==> config.mk <==
export PLATFORM = sky130hd
export DESIGN_NAME = io_bus_bridge
export DESIGN_NICKNAME = d
export VERILOG_FILES = /design/src/rtl/io_bus_bridge.sv
export SDC_FILE = /design/constraint.sdc
export NUM_CORES = 1
export LEC_CHECK = 0
export ABC_CLOCK_PERIOD_IN_PS = 3080
export CAP_MARGIN = 15
export CORE_ASPECT_RATIO = 1.1
export CORE_MARGIN = 2
export CORE_UTILIZATION = 43
export DETAILED_ROUTE_END_ITERATION = 12
export GPL_ROUTABILITY_DRIVEN = 1
export GPL_TIMING_DRIVEN = 0
export PLACE_DENSITY = 0.85
export SLEW_MARGIN = 20
export SYNTH_ARGS = -nofsm -noshare
export SYNTH_HDL_FRONTEND = slang
export SYNTH_SLANG_ARGS = --single-unit
==> constraint.sdc <==
create_clock -name i_clk -period 3.08 [get_ports i_clk]
set_input_delay 0.77 -clock i_clk [delete_from_list [all_inputs] [get_ports i_clk]]
set_output_delay 0.77 -clock i_clk [all_outputs]
set_load 0.05 [all_outputs]
==> src/rtl/io_bus_bridge.sv <==
// rtl/io_bus_bridge.sv - M-stage bridge running request/acknowledge transactions to the IO region
module io_bus_bridge #(
  parameter int TIMEOUT_CYCLES = 16,
  parameter int IO_ADDR_W      = 20
) (
  input  logic                 i_clk,
  input  logic                 i_rst_n,
  input  logic                 i_io_en_m,
  input  logic [31:0]          i_effective_addr_m,
  input  logic                 i_mem_read_m,
  input  logic                 i_mem_write_m,
  input  logic [31:0]          i_wdata_m,
  output logic                 o_stall_m,
  output logic [31:0]          o_rdata_m,
  output logic                 o_rdata_valid_m,
  output logic                 o_bus_err_m,
  output logic                 o_io_req,
  output logic                 o_io_we,
  output logic [IO_ADDR_W-1:0] o_io_addr,
  output logic [31:0]          o_io_wdata,
  input  logic                 i_io_ack,
  input  logic [31:0]          i_io_rdata
);

  typedef enum logic [1:0] {
    IDLE = 2'd0,
    REQ  = 2'd1,
    DONE = 2'd2
  } state_t;

  localparam logic [7:0] CNT_LAST = 8'(TIMEOUT_CYCLES - 1);

  state_t     state;
  logic [7:0] cnt;
  logic       start;
  logic       unused_addr_hi;

  assign start          = i_io_en_m & (i_mem_read_m | i_mem_write_m);
  assign unused_addr_hi = ^i_effective_addr_m[31:IO_ADDR_W];

  // Gated by reset so the pipeline is never frozen while the bridge is held in reset.
  assign o_stall_m = i_rst_n & (((state == IDLE) & start) | (state == REQ));

  always_ff @(posedge i_clk or negedge i_rst_n) begin
    if (!i_rst_n) begin
      state           <= IDLE;
      cnt             <= 8'd0;
      o_io_req        <= 1'b0;
      o_io_we         <= 1'b0;
      o_io_addr       <= '0;
      o_io_wdata      <= 32'h0;
      o_rdata_m       <= 32'h0;
      o_rdata_valid_m <= 1'b0;
      o_bus_err_m     <= 1'b0;
    end else begin
      o_rdata_valid_m <= 1'b0;
      o_bus_err_m     <= 1'b0;
      case (state)
        IDLE: begin
          if (start) begin
            state      <= REQ;
            cnt        <= 8'd0;
            o_io_req   <= 1'b1;
            o_io_we    <= i_mem_write_m;
            o_io_addr  <= i_effective_addr_m[IO_ADDR_W-1:0];
            o_io_wdata <= i_wdata_m;
          end
        end
        REQ: begin
          cnt <= cnt + 8'd1;
          // Ack takes priority over a timeout landing in the same cycle.
          if (i_io_ack) begin
            state    <= DONE;
            o_io_req <= 1'b0;
            if (!o_io_we) begin
              o_rdata_m       <= i_io_rdata;
              o_rdata_valid_m <= 1'b1;
            end
          end else if (cnt == CNT_LAST) begin
            state       <= DONE;
            o_io_req    <= 1'b0;
            o_bus_err_m <= 1'b1;
            if (!o_io_we) begin
              o_rdata_m <= 32'h0;
            end
          end
        end
        DONE: begin
          // The finishing instruction is still in M this cycle; never retrigger here.
          state <= IDLE;
        end
        default: begin
          state    <= IDLE;
          o_io_req <= 1'b0;
        end
      endcase
    end
  end

endmodule

==> results of run 1 <==
## path summary, 6_finish.rpt
check	startpoint	to	depth (start not counted)
setup / recovery	i_mem_write_m	o_stall_m	5
hold / removal	i_rst_n	o_io_addr[0]	1
setup reg to reg	cnt[6]	o_rdata_m[11]	5
hold reg to reg	o_io_wdata[6]	o_io_wdata[6]	2
max in group asynchronous	i_rst_n	o_rdata_m[26]	2
min in group i_clk	o_io_wdata[6]	o_io_wdata[6]	2
## logic make-up (layout without fill, tap and decap cells)
kind of cell               after synthesis  in the layout  share of synthesized area
and+or+nand+nor                        184            184                      0.199
DFF                                     98             98                      0.649
AOI/OAI and AO/OA                       49             49                      0.105
buffers and inverters                   23            217                     0.0407
adders and majority gates                1              1                    0.00331
xor gates and xnor gates                 1              1                    0.00232
## cells in the final DEF (no fill, tap or decap), types with 2 or more instances in the layout
master and n:
buf_2 3, buf_6 5, nand3_1 3, dfrtp_1 98
nand4_1 2, nand2_1 164, a21oi_1 2, clkinvlp_4 2
clkbuf_8 10, clkdlybuf4s50_1 176, a22o_1 30, nor2_1 3
o211ai_1 2, inv_1 3, buf_8 3, o21ai_0 5
and2_2 2, clkbuf_1 10, o31ai_1 3, a22o_2 2
## repair_timing
item,in CTS,in global routing
gates resized for setup,4,0
hold buffers,0,0
setup endpoints to repair,1,0
## metal layers
metal,share of wire,vias to the layer above,GRT usage
met2,0.47,137,0.343
met3,0.10,11,0.0774
li1,-,1542,-
met5,0,-,0
met4,0.013,0,0.0622
met1,0.42,1497,0.252
## per-stage QoR
step | instances | setup TNS (ns) | worst slack [ns]
after detailed placement | 646 | -0.460 | -0.460
after CTS | 661 | 0 | 0.0676
final | 661 | 0 | 0.0943
after floorplan | 356 | 0 | 0.756
after global placement | 645 | -232.13 | -3.38
after global routing | 661 | 0 | 0.0213
## power by group through the flow
stage	clock network, mW	logic [mW]	registers (mW)
CTS	0.861	3.45	2.03
detailed placement	0	3.43	2.06
global route	0.923	3.58	2.09
floorplan	0	0.576	3.64
finish	0.835	3.41	2.03
global placement	0	3.39	2.03
## registers in the layout (all words and copies together), names as in the netlist
name             flops
o_io_we              1
o_io_wdata          32
state                2
o_io_req             1
cnt                  8
o_io_addr           20
o_rdata_m           32
o_rdata_valid_m      1
o_bus_err_m          1
## cell type report
class / instances / area [um^2] / share of cell area
plain buffers: 20 / 143 / 0.0240
clock buffers: 10 / 138 / 0.0232
clock inverters: 5 / 62.6 / 0.0105
inverters: 3 / 11.3 / 0.00190
multi-input cells: 235 / 1180 / 0.198
flip-flops and latches: 98 / 2450 / 0.413
well taps: 111 / 139 / 0.0234
repair buffers: 179 / 1810 / 0.305
==> metrics.md, run 1 <==
| Metric | Value |
|---|---|
| Rel. slew slack | 0.617 |
| TritonCTS Buffers | 9 |
| Wire length of the first global-routing pass | 15.5 mm |
| CP max-delay cell | clkdlybuf4s50_1 |
| Max-slew violation count | 0 |
| Root buf cell | clkbuf_8 |
| Post-Synthesis Cells | 356 |
| Area Growth Syn to Fin | 57.0% |
| Worst Setup End Kind | primary output |
| Total power | 6.28 mW |
| Total gr overflow | 0 |
| Max Freq | 335 MHz |
| Crit-path max cell delay | 0.43 ns |
| Switch share | 0.469 |
| Worst-path maximum fanout | 4 |
| Post-synth EDFFs | 0 |
| Area leader, netlist | dfrtp_1 |
| Detailed placer's ending HPWL | 7.32 mm |
| WP buf/inv | 2 |
| H-Tree Depth | 3 |
| WL final | 9.79 mm |
| Clock sink count | 98 |
| Worst-case hold slack | 0.232 ns |
| Leak | 2.81 nW |
| Initial Util | 0.447 |
| Post-synth ARST share | 1.00 |
| GPL Wtd Cong | 0.726 |
| Crit path cell chain | clkdlybuf4s50_1, o21ai_1, a21oi_2, and2_1, clkdlybuf4s15_2 |
| Largest net degree at the start of global routing | 84 |
| Min Tclk post-route | 2.99 ns |
| Global Route Usage Sum | 0.206 |
| Detailed Route Iter0 Violations | 79 |
| Fin nets | 649 |
| # port buffers | 178 |
| CTS tree | done |
| Max VDD drop | 0.000538 V |
| WL/cell | 14.8 um |
| Post-CTS setup buffer count | 0 |
| RSZ-0062 raised after global routing | false |
| Net Sw Power | 2.95 mW |
| Clock Power Share | 0.133 |
| Via density | 4.82 |
| Post-route cell area | 0.00593 mm^2 |
| Final Cycle Share | 0.969 |
| Synth unique cells | 33 |
| Max Buffers Root-to-Sink | 2 |
| Top-count cell post-synth | nand2_1 |
| Internal | 3.34 mW |
| Vias in the first global route | 3245 |
| Setup CP Type | in2out |
| Clk Latency, worst-skew pair | 0.35 ns |
| Dominant synthesized flop cell | dfrtp_1 |
| Worst Setup Start Kind | primary input |
| Worst reg2reg setup slack | 1.32 ns |
| Synth warn | 0 |
| Die Height | 102 um |
| Worst slew pin tran | 0.571 ns |
| Core area | 0.00845 mm^2 |
| Logic pwr share | 0.544 |
| Final Hold Vio Count | 0 |
| # DRC | 0 |
| Setup violators final | 0 |
| Synth area leaders | dfrtp_1, nand2_1, a22o_1, buf_6, buf_8 |
| # IOs | 191 |
| CP delay by family, top | buffers and inverters |
| Die X | 93.4 um |
| Layout Skew | 0.0112 ns |
| Synth Cell Area | 0.00378 mm^2 |
| Die area | 0.00955 mm^2 |
| Yosys reg bits | 98 |
| Num rows | 35 |
| Drt pass-1 iters | 4 |
| Core Util, Final | 0.702 |
| Layout cells sized above 1 | 0.0709 |
| Worst Hold Class | in2async |
| Reg power frac | 0.324 |
| Net Count, Synth | 459 |
| Via count | 3187 |
| Outcome | finished clean |
| Post-synthesis sequential area ratio | 0.649 |
| Filler cells | 603 |
| Worst Path Arrival | 2.22 ns |
| Diode count | 0 |
| Worst EP required | 2.31 ns |
| Worst-path clk slew | 0.10 ns |
| Commonest cells post-synth | nand2_1, dfrtp_1, a22o_1, clkbuf_1, o21ai_0 |
| Top-area cell type share of the netlist area | 0.649 |
| Placed Area | 0.00573 mm^2 |
| Post-Syn Area per Cell | 10.6 um^2 |
| Antenna Violating Nets Remaining | 0 |
| Max-Cap Viols | 0 |
| Antenna violations before repair | 0 |
| Pwr Density | 1060 mW/mm^2 |
Note: power is estimated with default switching activity, not from simulation.
==> inputs of run 2 (changes only) <==
SLEW_MARGIN = 15   (was 20)
==> results of run 2 <==
Final layout, timing and power as in run 1 (identical DEF).
==> inputs of run 3 (changes only) <==
--- a/config.mk
+++ b/config.mk
@@ -11,3 +11,3 @@
 export CORE_MARGIN = 2
-export CORE_UTILIZATION = 43
+export CORE_UTILIZATION = 30
 export DETAILED_ROUTE_END_ITERATION = 12
@@ -15,3 +15,2 @@
 export GPL_TIMING_DRIVEN = 0
-export PLACE_DENSITY = 0.85
 export SLEW_MARGIN = 15
--- a/constraint.sdc
+++ b/constraint.sdc
@@ -3,2 +3,2 @@
 set_output_delay 0.77 -clock i_clk [all_outputs]
-set_load 0.05 [all_outputs]
+set_load 0.1 [all_outputs]
==> metrics.md, run 3 (synthesis results as in run 1) <==
| Metric | Value |
|---|---|
| Die area | 0.0135 mm^2 (was 0.00955 mm^2) |
| Layout cells sized above 1 | 0.0726 (was 0.0709) |
| Setup CP Type | in2out (unchanged) |
| Antenna violations before repair | 0 (unchanged) |
| Largest net degree at the start of global routing | 56 (was 84) |
| # port buffers | 178 (unchanged) |
| Min Tclk post-route | 2.99 ns (about the same) |
| Clock sink count | 98 (unchanged) |
| Vias in the first global route | 3264 (was 3245) |
| Worst Setup Start Kind | primary input (unchanged) |
| Die X | 111 um (was 93.4 um) |
| Filler cells | 1172 (was 603) |
| Worst EP required | 2.31 ns (about the same) |
| Crit path cell chain | clkdlybuf4s50_1, o21ai_1, a21oi_2, and2_1, buf_4 (was clkdlybuf4s50_1, o21ai_1, a21oi_2, and2_1, clkdlybuf4s15_2) |
| Setup violators final | 0 (unchanged) |
| CTS Hold Buffers Added | 0 (unchanged) |
| Total gr overflow | 0 (unchanged) |
| CTS tree | done (unchanged) |
| Initial Util | 0.304 (was 0.447) |
| Wire length of the first global-routing pass | 16.3 mm (was 15.5 mm) |
| Area of the multi-input gates | 0.00118 mm^2 (unchanged) |
| Worst-case hold slack | 0.341 ns (was 0.232 ns) |
| Placed Instances | 692 (was 646) |
| Fin nets | 649 (unchanged) |
| WL/cell | 14.4 um (was 14.8 um) |
| Detailed placer's ending HPWL | 7.54 mm (was 7.32 mm) |
| Worst Path Arrival | 2.22 ns (about the same) |
| Final Cycle Share | 0.970 (was 0.969) |
| Max-Cap Viols | 0 (unchanged) |
| # IOs | 191 (unchanged) |
| Diode count | 0 (unchanged) |
| Worst Setup End Kind | primary output (unchanged) |
| Max Buffers Root-to-Sink | 2 (unchanged) |
| Root buf cell | clkbuf_16 (was clkbuf_8) |
| CP delay by family, top | buffers and inverters (unchanged) |
| # DRC | 0 (unchanged) |
| Commonest cells after routing, fill and taps aside | clkdlybuf4s50_1, nand2_1, dfrtp_1 (unchanged) |
| Max-slew violation count | 0 (unchanged) |
| Setup_tns | 0 ns (unchanged) |
| Sequential Area | 0.00245 mm^2 (unchanged) |
| TritonCTS Buffers | 9 (unchanged) |
| GPL Wtd Cong | 0.699 (was 0.726) |
| RSZ-0062 raised after global routing | false (unchanged) |
| Non-filler cells, final | 708 (was 661) |
| Antenna Violating Nets Remaining | 0 (unchanged) |
| Max Freq | 335 MHz (about the same) |
| Die Height | 122 um (was 102 um) |
| Crit-path max cell delay | 0.45 ns (was 0.43 ns) |
| H-Tree Depth | 3 (unchanged) |
| Rel. slew slack | 0.318 (was 0.617) |
| Worst reg2reg setup slack | 1.31 ns (was 1.32 ns) |
| Core Util, Final | 0.489 (was 0.702) |
| CP max-delay cell | clkdlybuf4s50_1 (unchanged) |
| Core area | 0.0124 mm^2 (was 0.00845 mm^2) |
| Outcome | finished clean (unchanged) |
| Via count | 3164 (was 3187) |
| Worst slew pin tran | 1.02 ns (was 0.571 ns) |
| Detailed Route Iter0 Violations | 80 (was 79) |
| Worst-path maximum fanout | 4 (unchanged) |
| Layout Skew | 0.00958 ns (was 0.0112 ns) |
| Clk Latency, worst-skew pair | 0.34 ns (was 0.35 ns) |
| WP buf/inv | 2 (unchanged) |
| Largest regs | o_io_wdata: 32 flops, o_rdata_m: 32 flops, o_io_addr: 20 flops (unchanged) |
| Worst-path clk slew | 0.07 ns (was 0.10 ns) |
| WL final | 10.2 mm (was 9.79 mm) |
| Area Growth Syn to Fin | 60.7% (was 57.0%) |
| Global Route Usage Sum | 0.152 (was 0.206) |
| Worst Hold Class | in2async (unchanged) |
| Final Hold Vio Count | 0 (unchanged) |
| Commonest non-fill, non-tap cell in the layout | clkdlybuf4s50_1 (unchanged) |
| Via density | 4.47 (was 4.82) |
| Drt pass-1 iters | 4 (unchanged) |
| Num rows | 43 (was 35) |
## run 3: per-layer routing
layer	track usage	vias to the layer above	part of all wire
met2	0.254	100	0.50
met5	0	-	0
met3	0.0408	9	0.061
li1	-	1543	-
met4	0.0633	0	0.012
met1	0.187	1512	0.43
## run 3: what timing repair did
item,CTS,global route
gates resized for setup,6,1
endpoints found under the setup margin,1,1
setup buffers,0,0
## run 3: area by class of cell
cell class	instances	area share
repair buffers	179	0.298
flip-flops and latches	98	0.404
clock inverters	7	0.0101
well taps	157	0.0323
clock buffers	9	0.0371
inverters	3	0.00185
multi-input cells	235	0.194
plain buffers	20	0.0235
## run 3: stage by stage
step	cell area [um^2]	setup slack, ns
6_report	6070	0.0909
4_1_cts	6070	0.0294
5_1_grt	6070	0.0109
3_3_place_gp	5760	-3.84
2_1_floorplan	3780	0.427
3_5_place_dp	5790	-0.821
## run 3: path summary, 6_finish.rpt
| kind | start | to | cells past startpoint |
|---|---|---|---|
| max in group asynchronous | i_rst_n | o_io_wdata[11] | 2 |
| worst max-delay path | i_mem_write_m | o_stall_m | 5 |
| worst max register to register | state[1] | o_io_wdata[1] | 4 |
| worst min register to register | o_io_addr[3] | o_io_addr[3] | 2 |
| worst min-delay path | i_rst_n | o_io_addr[9] | 1 |
| min in group i_clk | o_io_addr[3] | o_io_addr[3] | 2 |
Power of run 3 is not shown: default switching activity piles up to over one toggle a cycle in this logic, so the estimate is an artifact.
